==> src/rtl/servo_pkg.sv <==
// Timing helpers and state encoding shared by the servo PWM transmit and receive ends.
package servo_pkg;

  localparam int unsigned DEF_CLK_HZ         = 32'd16000000;
  localparam int unsigned DEF_SERVO_HZ       = 32'd50;
  localparam int unsigned DEF_MIN_PULSE_US   = 32'd1000;
  localparam int unsigned DEF_MAX_PULSE_US   = 32'd2000;
  localparam int unsigned DEF_TOL_US         = 32'd100;
  localparam int unsigned DEF_POS_W          = 32'd8;
  localparam int unsigned DEF_TIMEOUT_FRAMES = 32'd3;

  // 64-bit product: us * CLK_HZ overflows 32 bits at realistic clock rates.
  function automatic int unsigned us_to_ticks(input int unsigned us, input int unsigned clk_hz);
    longint unsigned prod;
    prod = 64'(us) * 64'(clk_hz);
    return 32'(prod / 64'd1000000);
  endfunction

  localparam int unsigned FRAME_TICKS = DEF_CLK_HZ / DEF_SERVO_HZ;

  typedef enum logic [1:0] {
    ST_ARM  = 2'd0,
    ST_IDLE = 2'd1,
    ST_HIGH = 2'd2
  } dec_state_e;

endpackage

==> src/rtl/pwm_in_sync.sv <==
// Brings the asynchronous servo pin into the clock domain and flags its edges.
module pwm_in_sync (
  input  logic clk,
  input  logic rst_n,
  input  logic pwm_i,
  output logic s_o,
  output logic rise_o,
  output logic fall_o
);

  logic sync1_q;
  logic sync2_q;
  logic s_dly_q;

  // Two-flop synchronizer followed by a one-cycle delay for edge detection
  always_ff @(posedge clk) begin
    if (!rst_n) begin
      sync1_q <= 1'b0;
      sync2_q <= 1'b0;
      s_dly_q <= 1'b0;
    end else begin
      sync1_q <= pwm_i;
      sync2_q <= sync1_q;
      s_dly_q <= sync2_q;
    end
  end

  assign s_o    = sync2_q;
  assign rise_o = sync2_q & ~s_dly_q;
  assign fall_o = ~sync2_q & s_dly_q;

endmodule

==> src/rtl/servo_pulse_decoder.sv <==
// Measures servo pulse high time and converts it to a position without a divider;
// flags out-of-range pulses and loss of signal.
module servo_pulse_decoder
  import servo_pkg::*;
#(
  parameter int unsigned CLK_HZ         = DEF_CLK_HZ,
  parameter int unsigned SERVO_HZ       = DEF_SERVO_HZ,
  parameter int unsigned MIN_PULSE_US   = DEF_MIN_PULSE_US,
  parameter int unsigned MAX_PULSE_US   = DEF_MAX_PULSE_US,
  parameter int unsigned TOL_US         = DEF_TOL_US,
  parameter int unsigned POS_W          = DEF_POS_W,
  parameter int unsigned TIMEOUT_FRAMES = DEF_TIMEOUT_FRAMES
) (
  input  logic             clk,
  input  logic             rst_n,
  input  logic             pwm_in,
  output logic [POS_W-1:0] position,
  output logic             pos_valid,
  output logic             out_of_range,
  output logic             signal_lost
);

  localparam int unsigned MIN_T     = us_to_ticks(MIN_PULSE_US, CLK_HZ);
  localparam int unsigned MAX_T     = us_to_ticks(MAX_PULSE_US, CLK_HZ);
  localparam int unsigned TOL_T     = us_to_ticks(TOL_US, CLK_HZ);
  localparam int unsigned RANGE_T   = MAX_T - MIN_T;
  localparam int unsigned FRAME_T   = CLK_HZ / SERVO_HZ;
  localparam int unsigned TIMEOUT_T = TIMEOUT_FRAMES * FRAME_T;

  localparam int W_W = $clog2(MAX_T + TOL_T + 2);
  localparam int P_W = $clog2(TIMEOUT_T + 1);
  localparam int A_W = $clog2(RANGE_T + (2 ** POS_W));

  localparam logic [W_W-1:0]   MIN_W   = W_W'(MIN_T);
  localparam logic [W_W-1:0]   MAX_W   = W_W'(MAX_T);
  localparam logic [W_W-1:0]   LO_W    = W_W'(MIN_T - TOL_T);
  localparam logic [W_W-1:0]   HI_W    = W_W'(MAX_T + TOL_T);
  localparam logic [W_W-1:0]   SAT_W   = W_W'(MAX_T + TOL_T + 1);
  localparam logic [A_W-1:0]   RANGE_A = A_W'(RANGE_T);
  localparam logic [A_W-1:0]   STEP_A  = A_W'((2 ** POS_W) - 1);
  localparam logic [P_W-1:0]   TMO_P   = P_W'(TIMEOUT_T);
  localparam logic [POS_W-1:0] FULL_P  = {POS_W{1'b1}};

  logic s_s;
  logic rise_s;
  logic fall_s;

  pwm_in_sync u_sync (
    .clk    (clk),
    .rst_n  (rst_n),
    .pwm_i  (pwm_in),
    .s_o    (s_s),
    .rise_o (rise_s),
    .fall_o (fall_s)
  );

  dec_state_e       state_q;
  logic [1:0]       arm_cnt_q;
  logic [W_W-1:0]   width_q,   width_d;
  logic [A_W-1:0]   acc_q,     acc_d;
  logic [POS_W-1:0] pos_cnt_q, pos_cnt_d;
  logic [P_W-1:0]   period_q,  period_d;
  logic [POS_W-1:0] position_q;
  logic             pos_valid_q;
  logic             oor_q;
  logic             lost_q;
  logic [A_W-1:0]   acc_sum_s;
  logic             in_window_s;
  logic             below_min_s;
  logic             eval_ok_s;

  // Next-state for width, scaler and period counters plus pulse classification
  always_comb begin
    width_d     = width_q;
    acc_d       = acc_q;
    pos_cnt_d   = pos_cnt_q;
    period_d    = period_q;
    acc_sum_s   = acc_q + STEP_A;
    in_window_s = (width_q >= LO_W) && (width_q <= HI_W);
    below_min_s = (width_q < MIN_W);
    eval_ok_s   = (state_q == ST_HIGH) && fall_s && in_window_s;

    if (width_q != SAT_W) begin
      width_d = width_q + 1'b1;
    end else begin
      width_d = width_q;
    end

    // Each tick inside [MIN_T, MAX_T) adds (2^POS_W-1)/RANGE of a position step.
    if ((width_q >= MIN_W) && (width_q < MAX_W)) begin
      if (acc_sum_s >= RANGE_A) begin
        acc_d     = acc_sum_s - RANGE_A;
        pos_cnt_d = (pos_cnt_q == FULL_P) ? pos_cnt_q : pos_cnt_q + 1'b1;
      end else begin
        acc_d     = acc_sum_s;
        pos_cnt_d = pos_cnt_q;
      end
    end else begin
      acc_d     = acc_q;
      pos_cnt_d = pos_cnt_q;
    end

    if (rise_s) begin
      period_d = {P_W{1'b0}};
    end else if (period_q == TMO_P) begin
      period_d = period_q;
    end else begin
      period_d = period_q + 1'b1;
    end
  end

  // Decoder FSM, counters and registered outputs
  always_ff @(posedge clk) begin
    if (!rst_n) begin
      state_q     <= ST_ARM;
      arm_cnt_q   <= 2'd0;
      width_q     <= {W_W{1'b0}};
      acc_q       <= {A_W{1'b0}};
      pos_cnt_q   <= {POS_W{1'b0}};
      period_q    <= {P_W{1'b0}};
      position_q  <= {POS_W{1'b0}};
      pos_valid_q <= 1'b0;
      oor_q       <= 1'b0;
      lost_q      <= 1'b0;
    end else begin
      pos_valid_q <= 1'b0;
      oor_q       <= 1'b0;
      case (state_q)
        // Synchronizer restarts from 0, so s must stay low long enough to reflect the pin.
        ST_ARM: begin
          if (s_s) begin
            arm_cnt_q <= 2'd0;
          end else if (arm_cnt_q == 2'd2) begin
            arm_cnt_q <= 2'd0;
            state_q   <= ST_IDLE;
          end else begin
            arm_cnt_q <= arm_cnt_q + 2'd1;
          end
        end
        ST_IDLE: begin
          if (rise_s) begin
            state_q   <= ST_HIGH;
            width_q   <= {{(W_W-1){1'b0}}, 1'b1};
            acc_q     <= {A_W{1'b0}};
            pos_cnt_q <= {POS_W{1'b0}};
          end
        end
        ST_HIGH: begin
          if (fall_s) begin
            state_q <= ST_IDLE;
            if (in_window_s) begin
              position_q  <= below_min_s ? {POS_W{1'b0}} : pos_cnt_q;
              pos_valid_q <= 1'b1;
            end else begin
              oor_q <= 1'b1;
            end
          end else begin
            width_q   <= width_d;
            acc_q     <= acc_d;
            pos_cnt_q <= pos_cnt_d;
          end
        end
        default: begin
          state_q <= ST_ARM;
        end
      endcase

      period_q <= period_d;
      if (eval_ok_s) begin
        lost_q <= 1'b0;
      end else if (period_q == TMO_P) begin
        lost_q <= 1'b1;
      end
    end
  end

  assign position     = position_q;
  assign pos_valid    = pos_valid_q;
  assign out_of_range = oor_q;
  assign signal_lost  = lost_q;

endmodule
==> config.mk <==
export PLATFORM = sky130hd
export DESIGN_NAME = servo_pulse_decoder
export DESIGN_NICKNAME = d
export VERILOG_FILES = /design/src/rtl/servo_pkg.sv /design/src/rtl/pwm_in_sync.sv /design/src/rtl/servo_pulse_decoder.sv
export SDC_FILE = /design/constraint.sdc
export NUM_CORES = 1
export LEC_CHECK = 0
export ABC_AREA = 1
export CORE_ASPECT_RATIO = 0.6
export CORE_UTILIZATION = 40
export DETAILED_ROUTE_END_ITERATION = 8
export PLACE_DENSITY = 0.67
export SETUP_SLACK_MARGIN = 0.05
export SLEW_MARGIN = 20
export SYNTH_ARGS = -nofsm -noshare
export SYNTH_HDL_FRONTEND = slang
export SYNTH_SLANG_ARGS = --single-unit
==> constraint.sdc <==
create_clock -name clk -period 2 [get_ports clk]
set_clock_uncertainty 0.05 [all_clocks]
set_input_delay 0.6 -clock clk [delete_from_list [all_inputs] [get_ports clk]]
set_output_delay 0.6 -clock clk [all_outputs]
set_load 0.01 [all_outputs]
Word-level counts from Yosys, hierarchy flattened
Index checks and enable logic that the tools add are counted.
Widths: inputs -> output; s select.
{"block": "classes", "n_lt_le_gt_ge": 6, "reduce_logical": 14, "bitwise_logic": 5, "n_addsub": 6, "muxes": 25, "n_eq_ne": 15}
{"operator": "$mux 14", "n": 4}
{"operator": "$mux 16", "n": 3}
{"operator": "$mux 8", "n": 6}
{"operator": "$ge 16x14->1 const B", "n": 2}
{"operator": "$pmux 16 s2", "n": 1}
{"operator": "$pmux 14 s2", "n": 1}
{"operator": "$add 20x1->20 const B", "n": 1}
{"operator": "$eq 20x20->1 const B", "n": 1}
{"operator": "$add 16x1->16 const B", "n": 1}
{"operator": "$le 16x16->1 const B", "n": 1}
{"operator": "$lt 16x14->1 const B", "n": 1}
{"operator": "$lt 16x15->1 const B", "n": 1}
{"operator": "$ne 16x16->1 const B", "n": 1}
{"operator": "$pmux 8 s2", "n": 1}
{"operator": "$add 14x8->14 const B", "n": 1}
{"operator": "$ge 14x14->1 const B", "n": 1}
{"operator": "$sub 14x14->14 const B", "n": 1}
{"operator": "$mux 2", "n": 6}
{"operator": "$ne 2x2->1 const B", "n": 6}
{"operator": "$reduce_and 4->1", "n": 3}
{"operator": "$add 8x1->8 const B", "n": 1}
{"operator": "$eq 8x8->1 const B", "n": 1}
{"operator": "$ne 2x1->1 const B", "n": 3}
{"operator": "$pmux 2 s3", "n": 1}
{"operator": "12 further kinds", "n": 22}
{"block": "word_totals", "elab_cells": 84, "output_inout_bits": 11, "reg_bits": 76, "input_bits": 3}

Depth between registers and ports, before layout
{"block": "logic_depth", "depth_word": 6, "mapped_depth": 15, "mapped_depth_nobuf": 15}

Cells and area by module
A second synthesis with hierarchy kept.
{"block": "unflattened", "hier_cells": 571, "area_unflattened_um2": 3908.7}
{"module": "servo_pulse_decoder", "instances": 1, "area_per_inst_um2": 3808.7, "seq_area_each_um2": 1461.4, "cells_each": 558}
{"module": "pwm_in_sync", "instances": 1, "area_per_inst_um2": 100.1, "seq_area_each_um2": 60.1, "cells_each": 13}

Worst setup path before layout
OpenSTA, ideal clock, no wires.
{"block": "synth_timing", "path_type": "register to register", "start": "register acc_q[0]", "end": "register pos_cnt_q[0]", "t_required_ns": 1.837, "path_slack_ns": 0.174, "synth_period_minus_slack_ns": 1.826, "t_arrival_ns": 1.663, "path_stages_with_launch": 16, "path_cell_list": "dfxtp_1 inv_1 ha_1 nand2_2 nor2_4 nand2_2 nand2_1 nand2_1 nand2_1 nand2_2 nor2_4 nand3_2 nand2_4 nand2_2 nor2_1 nor2_1"}
{"block": "synth_between", "elab_chain_len": 4}
{"element": "start, declared", "line": "servo_pulse_decoder.sv:60", "text": "logic [A_W-1:0] acc_q, acc_d;"}
{"element": "start signal, assigned", "line": "servo_pulse_decoder.sv:118", "text": "acc_q <= {A_W{1'b0}};"}
{"element": "start signal, assigned", "line": "servo_pulse_decoder.sv:144", "text": "acc_q <= {A_W{1'b0}};"}
{"element": "$add 14x8->14", "line": "servo_pulse_decoder.sv:78", "text": "acc_sum_s = acc_q + STEP_A;"}
{"element": "$ge 14x14->1", "line": "servo_pulse_decoder.sv:91", "text": "if (acc_sum_s >= RANGE_A) begin"}
{"element": "$ne 2x1->1 (no line)"}
{"element": "$reduce_and 6->1 (no line)"}
{"element": "end signal, assigned", "line": "servo_pulse_decoder.sv:119", "text": "pos_cnt_q <= {POS_W{1'b0}};"}
{"element": "end signal, assigned", "line": "servo_pulse_decoder.sv:145", "text": "pos_cnt_q <= {POS_W{1'b0}};"}
{"element": "end signal, assigned", "line": "servo_pulse_decoder.sv:160", "text": "pos_cnt_q <= pos_cnt_d;"}
{"element": "end, declared", "line": "servo_pulse_decoder.sv:61", "text": "logic [POS_W-1:0] pos_cnt_q, pos_cnt_d;"}
Every way passes these cells.
A chain may end at the register's enable or synchronous reset.

Worst setup path in the final report
{"block": "layout_timing", "start": "register position_q[6], in the netlist position[6]", "end": "output position[6]"}
{"element": "start, declared", "line": "servo_pulse_decoder.sv:63", "text": "logic [POS_W-1:0] position_q;"}
{"element": "start signal, assigned", "line": "servo_pulse_decoder.sv:121", "text": "position_q <= {POS_W{1'b0}};"}
{"element": "start signal, assigned", "line": "servo_pulse_decoder.sv:152", "text": "position_q <= below_min_s ? {POS_W{1'b0}} : pos_cnt_q;"}
{"element": "end, declared", "line": "servo_pulse_decoder.sv:17", "text": "output logic [POS_W-1:0] position,"}
No word-level cell between the ends.

==> reports/results.ini <==
[clock_tree]
cts_hold_buf=0
cts_tree=built
cts_buffers=9
cts.htree.levels=3
cts.reportedPaths.clkPinSlew_ns=0.06
root_buffer=clkbuf_16
cts_sinks=76
clockBufferDepth=2
clk_latency_ns=0.34

[yosys]
avgSynthCellArea_um2=6.88
synth_edf_count=0
syn_nets=612
synth-seq-cells=76
synthArstFlopShare=0
synth_ff_type=dfxtp_1
yosysWarningCount=0
syn_inst=601
synth.yosys.seq_area_share=0.368
syn_area_um2=4140
ys_types=43

[routing]
wl_met3_um=648
firstDrtPassIters=7
route.met2.wl_mm=4.16
drc=0
initialDrtViolationCount=375
avgRoutedWirePerCell_um=13.2
via_per_inst=5.12
finalWirelength_mm=10.4
ant_nets=0
wl_met1_mm=5.47
top_layer_used=met4
vias=4015

[global_route]
grt_usage=0.196
grt_overflow=0
grt_max_degree=21
antenna_found_initial=0
grt_pass1_vias=3531
grt_pass1_wl_mm=16.6

[cells_and_area]
nets=655
syn_to_final_growth_pct=23.9
drive_gt1_frac=0.208
final_util=0.515
diodes=0

[die]
fp-row-count=28
start_util=0.416
core_area_um2=9950
ios=14
die_area_um2=10800
die_h_um=80.8
die_w_um=133

[sta]
setup_tns_ns=0
fmax_mhz=531
min_period_ns=1.88
setup_violations=0
worstMarginPinSlew_ns=0.528
rsz0062_at_grt=yes
hold_violations=0
hold_slack_ns=0.358
finalCritPeriodShare=0.942
slew_headroom=0.648
drv_slew=0
worst_slack_ns=0.116

[placed_design]
port_buffers=13
gp_congestion=0.901
dp_slack_ns=-0.0342
hpwl_mm=7.44

[worst_setup_path]
cp-end-kind=output port
cp_cell_sequence=clkdlybuf4s50_1
max_stage_delay_ns=0.55
worstPathRequired_ns=1.35
crit_buf_inv=1
worstSetupPathType=reg -> out
critical_path_arrival_ns=1.23
crit_family=buffers and inverters
cp-start-kind=flop
cp_max_fo=2
crit_slowest_cell=clkdlybuf4s50_1

[min_path]
hp-class=reg -> reg

[power]
p_total_uw=3490
powerDensity_nw_per_um2=680
leakagePower_uw=0.00182
peakVddDrop_mv=0.382

[outcome]
outcome=finished clean

[job]
max-cap-violations=0

## power breakdown
| part | internal [µW] | total (µW) | switching, µW |
|---|---|---|---|
| registers | 1560 | 1610 | 50.4 |
| clock network | 971 | 1610 | 636 |
| logic | 104 | 271 | 166 |
## stage by stage
step	cell area (µm²)	instances
detailed placement	4550	760
CTS	4870	776
finish	5120	784
global placement	4550	760
floorplan	4140	601
global route	5120	784
## routing by layer
| layer | global-route usage | vias up |
|---|---|---|
| li1 | - | 2058 |
| met1 | 0.286 | 1831 |
| met2 | 0.277 | 117 |
| met3 | 0.0537 | 9 |
| met4 | 0.0614 | 0 |
| met5 | 0 | - |
## placed cells by master (no fill, tap or decap), types with 7 or more instances in the layout
cell type / netlist / routed
a21oi_1: 52 / 49
buf_4: 3 / 27
clkbuf_16: 0 / 10
clkdlybuf4s50_1: 0 / 13
dfxtp_1: 76 / 65
dfxtp_2: 0 / 10
inv_1: 80 / 74
inv_2: 11 / 15
nand2_1: 117 / 110
nand2_2: 15 / 17
nand3_1: 43 / 42
nand4_1: 19 / 19
nor2_1: 63 / 56
nor2_2: 5 / 10
nor2_4: 5 / 7
nor3_1: 17 / 16
o21ai_0: 21 / 21
o21ai_1: 10 / 9
xor2_1: 11 / 11
## worst paths after layout
check | startpoint | endpoint | slack, ns | cells past startpoint
setup reg to reg | width_q[10]$_SDFFE_PN0P_ | pos_cnt_q[0]$_SDFFE_PN0P_ | 0.13 | 11
hold reg to reg | u_sync.sync1_q$_SDFF_PN0_ | u_sync.s_o$_SDFF_PN0_ | 0.36 | 2
hold / removal | u_sync.sync1_q$_SDFF_PN0_ | u_sync.s_o$_SDFF_PN0_ | 0.36 | 2
setup / recovery | position[6]$_SDFFE_PN0P_ | position[6] | 0.12 | 1
## cell usage after synthesis (5+ instances only)
library cell  instances  area share
a21oi_1              52       0.063
a31oi_1               5      0.0076
clkbuf_1              5      0.0045
dfxtp_1              76        0.37
ha_1                  8       0.024
inv_1                80       0.073
inv_2                11       0.010
nand2_1             117        0.11
nand2_2              15       0.023
nand3_1              43       0.052
nand4_1              19       0.029
nor2_1               63       0.057
nor2_2                5      0.0076
nor2_4                5       0.014
nor3_1               17       0.021
nor4_1                5      0.0076
o21ai_0              21       0.025
o21ai_1              10       0.012
xor2_1               11       0.023
## cell families after synthesis
| group | synth area share |
|---|---|
| AOI/OAI and AO/OA | 0.130 |
| xor gates and xnor gates | 0.0254 |
| adders and majority gates | 0.0242 |
| buffers and inverters | 0.0986 |
| DFF | 0.368 |
| and+or+nand+nor | 0.354 |
## worst register-to-register path, cell delays in order, from the launching register on
cell	delay, ns
dfxtp_2	0.36
nand2_1	0.09
inv_2	0.07
nand2_2	0.06
o31ai_4	0.31
nand3_2	0.17
nor2_4	0.18
buf_12	0.13
inv_2	0.07
o21ai_2	0.12
nand2_1	0.07
nor2_2	0.12
## timing repair
item                                   CTS  global route
pin swaps                                1            16
cloned                                   0             2
gates resized for setup                  5            53
setup endpoints to repair               17            39
setup buffers                            0             6
endpoints found under the hold margin    0             0
## state kept, by name, summed over array words and instances (netlist names)
signal,flops
period_q,20
width_q,16
acc_q,14
pos_cnt_q,8
position,8
arm_cnt_q,2
state_q,2
out_of_range,1
pos_valid,1
signal_lost,1
u_sync.s_dly_q,1
u_sync.s_o,1
u_sync.sync1_q,1
## cell type report
cell class	count	area, µm²
fill	937	4820
multi-input combinational	422	2370
sequential	76	1540
timing repair buffer	43	398
inverter	91	348
clock buffer	11	233
tap	135	169
clock inverter	5	61.3
timing repair inverter	1	7.51
Power figures use the tool's default switching activity.
